[src/rtl/arbiter5_merge_if.sv]
// Handshake bundle for the two-input packet merge: two request channels,
// the merged flit stream and the per-packet winner token stream.
interface arbiter5_merge_if #(
    parameter int unsigned W = 9
);
    logic [W-1:0] In0_data;
    logic         In0_valid;
    logic         In0_ready;
    logic [W-1:0] In1_data;
    logic         In1_valid;
    logic         In1_ready;
    logic [W-1:0] Out_data;
    logic         Out_valid;
    logic         Out_ready;
    logic         S_data;
    logic         S_valid;
    logic         S_ready;

    // Requesters and downstream consumers
    modport master (
        output In0_data, In0_valid, In1_data, In1_valid, Out_ready, S_ready,
        input  In0_ready, In1_ready, Out_data, Out_valid, S_data, S_valid
    );

    // Arbiter side
    modport slave (
        input  In0_data, In0_valid, In1_data, In1_valid, Out_ready, S_ready,
        output In0_ready, In1_ready, Out_data, Out_valid, S_data, S_valid
    );
endinterface

[src/rtl/arbiter5_merge.sv]
// Two-input packet-level round-robin merge. A head flit wins the output,
// emits a winner token on S, and locks the output until its tail flit.
module arbiter5_merge #(
    parameter int unsigned W = 9
) (
    input  logic              CLK,
    input  logic              _RESET,
    arbiter5_merge_if.slave   bus
);
    localparam int unsigned TAIL = W - 1;

    typedef enum logic [1:0] {
        IDLE  = 2'd0,
        LOCK0 = 2'd1,
        LOCK1 = 2'd2
    } state_e;

    state_e       state_q, state_d;
    logic         last_grant_q, last_grant_d;
    logic [W-1:0] out_data_q, out_data_d;
    logic         out_valid_q, out_valid_d;
    logic         s_data_q, s_data_d;
    logic         s_valid_q, s_valid_d;

    logic         out_free_c;
    logic         s_free_c;
    logic         winner_c;
    logic [W-1:0] win_data_c;
    logic         in0_ready_c;
    logic         in1_ready_c;

    assign out_free_c = !out_valid_q || bus.Out_ready;
    assign s_free_c   = !s_valid_q || bus.S_ready;
    // On a tie the requester that did not win last time goes next
    assign winner_c   = (bus.In0_valid && bus.In1_valid) ? ~last_grant_q : bus.In1_valid;
    assign win_data_c = winner_c ? bus.In1_data : bus.In0_data;

    // Next-state, register loads and combinational readies
    always_comb begin
        state_d      = state_q;
        last_grant_d = last_grant_q;
        out_data_d   = out_data_q;
        out_valid_d  = out_valid_q && !bus.Out_ready;
        s_data_d     = s_data_q;
        s_valid_d    = s_valid_q && !bus.S_ready;
        in0_ready_c  = 1'b0;
        in1_ready_c  = 1'b0;

        case (state_q)
            IDLE: begin
                if ((bus.In0_valid || bus.In1_valid) && out_free_c && s_free_c) begin
                    in0_ready_c  = !winner_c;
                    in1_ready_c  = winner_c;
                    out_data_d   = win_data_c;
                    out_valid_d  = 1'b1;
                    s_data_d     = winner_c;
                    s_valid_d    = 1'b1;
                    last_grant_d = winner_c;
                    if (!win_data_c[TAIL]) begin
                        state_d = winner_c ? LOCK1 : LOCK0;
                    end
                end
            end
            LOCK0: begin
                in0_ready_c = out_free_c;
                if (bus.In0_valid && out_free_c) begin
                    out_data_d  = bus.In0_data;
                    out_valid_d = 1'b1;
                    if (bus.In0_data[TAIL]) begin
                        state_d = IDLE;
                    end
                end
            end
            LOCK1: begin
                in1_ready_c = out_free_c;
                if (bus.In1_valid && out_free_c) begin
                    out_data_d  = bus.In1_data;
                    out_valid_d = 1'b1;
                    if (bus.In1_data[TAIL]) begin
                        state_d = IDLE;
                    end
                end
            end
            default: begin
                state_d = IDLE;
            end
        endcase
    end

    // State and output registers; reset favours In0 on the first tie
    always_ff @(posedge CLK or negedge _RESET) begin
        if (!_RESET) begin
            state_q      <= IDLE;
            last_grant_q <= 1'b1;
            out_data_q   <= '0;
            out_valid_q  <= 1'b0;
            s_data_q     <= 1'b0;
            s_valid_q    <= 1'b0;
        end else begin
            state_q      <= state_d;
            last_grant_q <= last_grant_d;
            out_data_q   <= out_data_d;
            out_valid_q  <= out_valid_d;
            s_data_q     <= s_data_d;
            s_valid_q    <= s_valid_d;
        end
    end

    // Readies are held low while reset is asserted
    assign bus.In0_ready = in0_ready_c && _RESET;
    assign bus.In1_ready = in1_ready_c && _RESET;
    assign bus.Out_data  = out_data_q;
    assign bus.Out_valid = out_valid_q;
    assign bus.S_data    = s_data_q;
    assign bus.S_valid   = s_valid_q;
endmodule

[src/flat_wrapper.sv]
// flat-port wrapper written by rule: the top's interface ports become plain ports
module arbiter5_merge_flat 
#(
    parameter int unsigned W = 9
)
  (CLK, _RESET, bus_In0_data, bus_In0_valid, bus_In1_data, bus_In1_valid, bus_Out_ready, bus_S_ready, bus_In0_ready, bus_In1_ready, bus_Out_data, bus_Out_valid, bus_S_data, bus_S_valid);
  arbiter5_merge_if #(.W(W)) bus_i ();
  input  logic CLK;
  input  logic _RESET;
  input wire logic [$bits(bus_i.In0_data)-1:0] bus_In0_data;
  input wire logic [$bits(bus_i.In0_valid)-1:0] bus_In0_valid;
  input wire logic [$bits(bus_i.In1_data)-1:0] bus_In1_data;
  input wire logic [$bits(bus_i.In1_valid)-1:0] bus_In1_valid;
  input wire logic [$bits(bus_i.Out_ready)-1:0] bus_Out_ready;
  input wire logic [$bits(bus_i.S_ready)-1:0] bus_S_ready;
  output wire logic [$bits(bus_i.In0_ready)-1:0] bus_In0_ready;
  output wire logic [$bits(bus_i.In1_ready)-1:0] bus_In1_ready;
  output wire logic [$bits(bus_i.Out_data)-1:0] bus_Out_data;
  output wire logic [$bits(bus_i.Out_valid)-1:0] bus_Out_valid;
  output wire logic [$bits(bus_i.S_data)-1:0] bus_S_data;
  output wire logic [$bits(bus_i.S_valid)-1:0] bus_S_valid;
  assign bus_i.In0_data = bus_In0_data;
  assign bus_i.In0_valid = bus_In0_valid;
  assign bus_i.In1_data = bus_In1_data;
  assign bus_i.In1_valid = bus_In1_valid;
  assign bus_i.Out_ready = bus_Out_ready;
  assign bus_i.S_ready = bus_S_ready;
  assign bus_In0_ready = bus_i.In0_ready;
  assign bus_In1_ready = bus_i.In1_ready;
  assign bus_Out_data = bus_i.Out_data;
  assign bus_Out_valid = bus_i.Out_valid;
  assign bus_S_data = bus_i.S_data;
  assign bus_S_valid = bus_i.S_valid;
  arbiter5_merge #(.W(W)) u_core (.CLK(CLK), ._RESET(_RESET), .bus(bus_i));
endmodule
[config.mk]
export PLATFORM = sky130hd
export DESIGN_NAME = arbiter5_merge_flat
export DESIGN_NICKNAME = d
export VERILOG_FILES = /design/src/rtl/arbiter5_merge_if.sv /design/src/rtl/arbiter5_merge.sv /design/src/flat_wrapper.sv
export SDC_FILE = /design/constraint.sdc
export NUM_CORES = 1
export LEC_CHECK = 0
export ABC_CLOCK_PERIOD_IN_PS = 2050
export CORE_UTILIZATION = 43
export CTS_BUF_LIST = sky130_fd_sc_hd__clkbuf_16
export CTS_CLUSTER_SIZE = 14
export DETAILED_ROUTE_END_ITERATION = 16
export PLACE_DENSITY_LB_ADDON = 0.08
export SLEW_MARGIN = 25
export SYNTH_ARGS = -nofsm -noshare
export SYNTH_HDL_FRONTEND = slang
export SYNTH_SLANG_ARGS = --single-unit
[constraint.sdc]
create_clock -name CLK -period 2.05 [get_ports CLK]
set_input_delay 0.5125 -clock CLK [delete_from_list [all_inputs] [get_ports CLK]]
set_output_delay 0.5125 -clock CLK [all_outputs]
set_load 0.05 [all_outputs]
Word-level counts from Yosys, hierarchy flattened. Cells that the tools add are included. W data, S select, Z words.

Input bits: 24. Bits in registers: 15.

Eq/ne operators: 8. Bitwise logic cells: 1. Reduce and logical (&&, ||, !) cells: 22. Mux-type cells: 24.

Operators with widths (count): $mux W9 (4); $pmux W9 S3 (1); $mux W2 (7); $logic_and A1 B1 Y1 (9); $mux W1 (8); $ne A2 B1 Y1 const B (3); $ne A2 B2 Y1 const B (3); $pmux W2 S3 (1); $reduce_and A6 Y1 (1); $logic_not A1 Y1 (5); $pmux W1 S2 (2); $reduce_and A4 Y1 (1); $logic_or A1 B1 Y1 (3); $pmux W1 S3 (1); $reduce_bool A3 Y1 (1); $eq A2 B1 Y1 const B (1); $eq A2 B2 Y1 const B (1); $logic_not A2 Y1 (1); $reduce_and A2 Y1 (1); $not A1 Y1 (1).

Longest topological paths before layout. Gate-level depths: netlist of run 1.

Depth in word-level cells: 7. Depth in mapped cells: 7. Mapped depth without buffers: 7.

Worst setup path before layout of run 1. OpenSTA, ideal clock, no wires.

Path type: register to output. From: register u_core.out_valid_q, in the netlist u_core.bus.Out_valid. To: output port bus_In1_ready. Data arrival time: 1669 ps. Cell stages (with the launch flop): 6. Path slack: -132 ps. Data required time: 1537 ps. Cells stage by stage: dfrtp_1 > nand2b_2 > o221a_2 > nand2_1 > nor2_1 > o21a_1.

Cells in the longest elaborated chain, start to end: 7.

Ends and longest elaborated chain: from (decl) (line arbiter5_merge.sv:21) `logic out_valid_q, out_valid_d;`; from (signal assigned) (line arbiter5_merge.sv:103) `out_valid_q <= out_valid_d;`; $logic_not A1 Y1 (*) (line arbiter5_merge.sv:32) `assign out_free_c = !out_valid_q || bus.Out_ready;`; $logic_or A1 B1 Y1 (*) (line arbiter5_merge.sv:32); $logic_and A1 B1 Y1 (2 in series) (line arbiter5_merge.sv:51) `if ((bus.In0_valid || bus.In1_valid) && out_free_c && s_free_c) begin`; $mux W1 (line arbiter5_merge.sv:51); $pmux W1 S2 (*) (line arbiter5_merge.sv:49) `case (state_q)`; $logic_and A1 B1 Y1 (*) (line arbiter5_merge.sv:111) `assign bus.In1_ready = in1_ready_c && _RESET;`; to (decl) (line flat_wrapper.sv:17) `output wire logic [$bits(bus_i.In1_ready)-1:0] bus_In1_ready;`.

Mark *: on every way between the ends. The rest lies on a longest branch, timed or not.

Final worst setup path of run 1.
From: input port bus_Out_ready. To: output port bus_In1_ready.

Cells in the longest elaborated chain, start to end: 6.

Ends and longest elaborated chain: from (decl) (line flat_wrapper.sv:14) `input wire logic [$bits(bus_i.Out_ready)-1:0] bus_Out_ready;`; $logic_or A1 B1 Y1 (*) (line arbiter5_merge.sv:32); $logic_and A1 B1 Y1 (2 in series) (line arbiter5_merge.sv:51); $mux W1 (line arbiter5_merge.sv:51); $pmux W1 S2 (*) (line arbiter5_merge.sv:49); $logic_and A1 B1 Y1 (*) (line arbiter5_merge.sv:111).

Marked as above.

==> results of run 1 <==
==> sequential cells by signal, indices dropped and copies added (netlist names) <==
name                  cells
u_core.bus.S_data         1
u_core.bus.Out_valid      1
u_core.bus.Out_data       9
u_core.last_grant_q       1
u_core.state_q            2
u_core.bus.S_valid        1
==> area by class of cell <==
type,instances,area (um2),area share
timing repair buffer,59,562,0.329
multi-input combinational,78,628,0.368
inverter,7,26.3,0.0154
clock buffer,3,75.1,0.0440
clock inverter,1,5.00,0.00293
sequential,15,377,0.221
tap,28,35.0,0.0205
==> cell usage in the layout, fill, tap and decap left out, types with 2 or more instances in the layout <==
| cell type | n |
|---|---|
| inv_1 | 5 |
| o22ai_1 | 2 |
| a21o_1 | 2 |
| a31oi_1 | 7 |
| dfrtp_1 | 14 |
| nand2_1 | 18 |
| a221oi_1 | 10 |
| o21ai_0 | 2 |
| clkdlybuf4s50_1 | 31 |
| mux2_2 | 9 |
| buf_4 | 20 |
| ha_1 | 2 |
| o2bb2ai_1 | 2 |
| a21oi_1 | 2 |
| clkdlybuf4s15_1 | 2 |
| clkbuf_16 | 3 |
| buf_12 | 3 |
| nor2_1 | 2 |
==> where the power goes <==
part | switching (uW) | internal (uW) | total (uW)
sequential | 100 | 460 | 560
clock | 125 | 261 | 386
combinational | 1180 | 1010 | 2190
total | 1410 | 1730 | 3140
==> cell families (layout without fill, tap and decap cells) <==
kind of cell,after synthesis,count (layout),synth area share
mux,10,10,0.113
buf+inv,11,70,0.0430
fa+ha+maj,4,4,0.0506
compound gates,36,36,0.279
simple gates,28,28,0.134
flops,15,15,0.381
==> worst paths after layout <==
path | from | cells past startpoint | end
setup / recovery | bus_Out_ready | 7 | bus_In1_ready
hold / removal | u_core.bus.S_data$_DFFE_PN0P_ | 1 | u_core.bus.S_data$_DFFE_PN0P_
setup reg to reg | u_core.state_q[1]$_DFFE_PN0P_ | 8 | u_core.state_q[0]$_DFFE_PN0P_
hold reg to reg | u_core.bus.S_data$_DFFE_PN0P_ | 1 | u_core.bus.S_data$_DFFE_PN0P_
max in group asynchronous | _RESET | 2 | u_core.last_grant_q$_DFFE_PN1P_
min in group asynchronous | _RESET | 2 | u_core.bus.Out_data[5]$_DFFE_PN0P_
==> what timing repair did <==
action / CTS / global route
endpoints found under the setup margin: 2 / 2
buffers inserted: 4 / 1
pin swaps: 5 / 5
resized for setup: 19 / 7
==> critical path: cells and delay by family <==
family / cells / cell delay, ns
buf+inv: 2 / 0.30
compound gates: 2 / 0.37
simple gates: 3 / 0.31
==> metrics by stage <==
step / setup TNS, ns / setup slack (ns) / util / total power [uW] / hold slack, ns
after floorplan: -0.00577 / -0.00577 / - / 1830 / 0.217
after CTS: -0.00233 / -0.00233 / 0.775 / 3070 / 0.501
after global routing: -0.00673 / -0.00673 / 0.780 / 3280 / 0.514
after global placement: -2.83 / -0.302 / 0.704 / 2510 / 0.470
final: 0 / 0.0323 / 0.780 / 3140 / 0.491
after detailed placement: -3.13 / -0.325 / 0.704 / 2560 / 0.486
==> per-layer routing <==
layer,share of wire,vias up,GRT usage,routed length (um)
met1,0.41,531,0.339,1320
met3,0.061,14,0.0401,195
li1,-,508,-,-
met5,0,-,0,0
met2,0.49,58,0.426,1580
met4,0.030,0,0.129,97
==> synth_stat cells <==
master | n | share of area
a31oi_1 | 7 | 0.044
buf_2 | 1 | 0.0051
o221a_2 | 1 | 0.011
inv_1 | 6 | 0.023
a22o_2 | 1 | 0.010
nand2_1 | 19 | 0.072
nand4_1 | 1 | 0.0063
a21o_1 | 2 | 0.015
dfrtp_1 | 14 | 0.35
o2bb2ai_1 | 2 | 0.018
mux2i_1 | 1 | 0.010
a21boi_2 | 1 | 0.011
o22ai_1 | 2 | 0.013
o31ai_1 | 1 | 0.0076
nor2b_1 | 1 | 0.0063
o21ai_0 | 3 | 0.015
nor2_1 | 3 | 0.011
a221oi_1 | 10 | 0.088
clkbuf_1 | 3 | 0.011
nor3_4 | 1 | 0.016
o211ai_1 | 1 | 0.0076
mux2_2 | 9 | 0.10
ha_1 | 4 | 0.051
o21a_1 | 1 | 0.0076
dfstp_2 | 1 | 0.027
clkinv_1 | 1 | 0.0038
a21bo_2 | 2 | 0.020
a21oi_1 | 2 | 0.010
nand2b_2 | 1 | 0.0089
and2_1 | 2 | 0.013
==> flow_summary.toml, run 1 <==
[setup_path]
r2r_slack_ns = 0.21
end_kind = "primary output"
path_cells = "clkdlybuf4s15_1 -> nand2b_4 -> o221a_4 -> nand2_4 -> nor2_4 -> o21a_2 -> buf_12"
crit_path_top_delay_cell = "o221a_4"
crit_type = "primary input to primary output"
worstPathRequired_ns = 1.54
cp_max_fo = 3
cp-start-kind = "primary input"
max_stage_delay_ns = 0.20
crit_arrival_ns = 1.51

[die]
core_area_um2 = 2190
die_x_um = 50.0
dieArea_um2 = 2500
initial_core_util = 0.452
ios = 38
die_h_um = 50.0
row_count = 17

[grt]
grt.total_usage = 0.263
first_global_vias = 1059
antenna_found_initial = 0
overflow = 0
grt_max_degree = 16
grt_pass1_wl_um = 4910

[clock_tree]
hold_buffers = 0
htreeDepth = 1
cts.clk_slew.worst_paths_ns = 0.05
insertion_delay_ns = 0.25
cts_buffer_depth = 2
cts_tree = "built"
cts_buffers = 3
cts_root_buf = "clkbuf_16"
cts.sinks = 15

[synthesis]
avgSynthCellArea_um2 = 9.52
synth-seq-cells = 15
yosys_warnings = 0
syn_inst = 104
syn-cell-area_um2 = 990
ys_types = 30
syn_nets = 132
ys_seq_area_frac = 0.381

[routing]
drc_errors = 0
routed_via_density = 5.82
vias = 1111
dr.pass1.iters = 5
ant_nets = 0
drt_iter0_drc = 48
drt_wl_total_um = 3200
wl_per_cell_um = 16.7

[sta]
slew_violations = 0
setup_viol = 0
max_clock_freq_mhz = 496
finalCritPeriodShare = 0.984
slew_headroom = 0.624
finalClockSkew_ns = 0.00383
finalHoldViolCount = 0
finalCriticalPeriod_ns = 2.02
tightest_slew_ns = 0.562

[placement]
dp_cells = 182
dp_hpwl_um = 2130
dpl_cell_area_um2 = 1540
gp_congestion = 0.823
port_buffers = 37

[layout]
finalNonFillerCells = 191
fillers = 143
final_cell_area_um2 = 1710
syn2layout_area_growth_pct = 72.6
diodes = 0
final_nets = 192
drive_above_1_share = 0.337

[pwr]
leakage_uw = 0.000752
power_density_nw_per_um2 = 1840
irDropWorstVdd_v = 0.00126

[run_status]
outcome = "finished, final reports clean"

[worst_hold_path]
hold_class = "flip-flop to flip-flop"

[run]
drv_cap = 0
No activity file was read; power rests on OpenSTA's default activity.
==> run 2: changes to the inputs <==
ABC_AREA = 0   (was default)
==> results of run 2 <==
The final DEF is identical to that of run 1; final timing and power are the same.
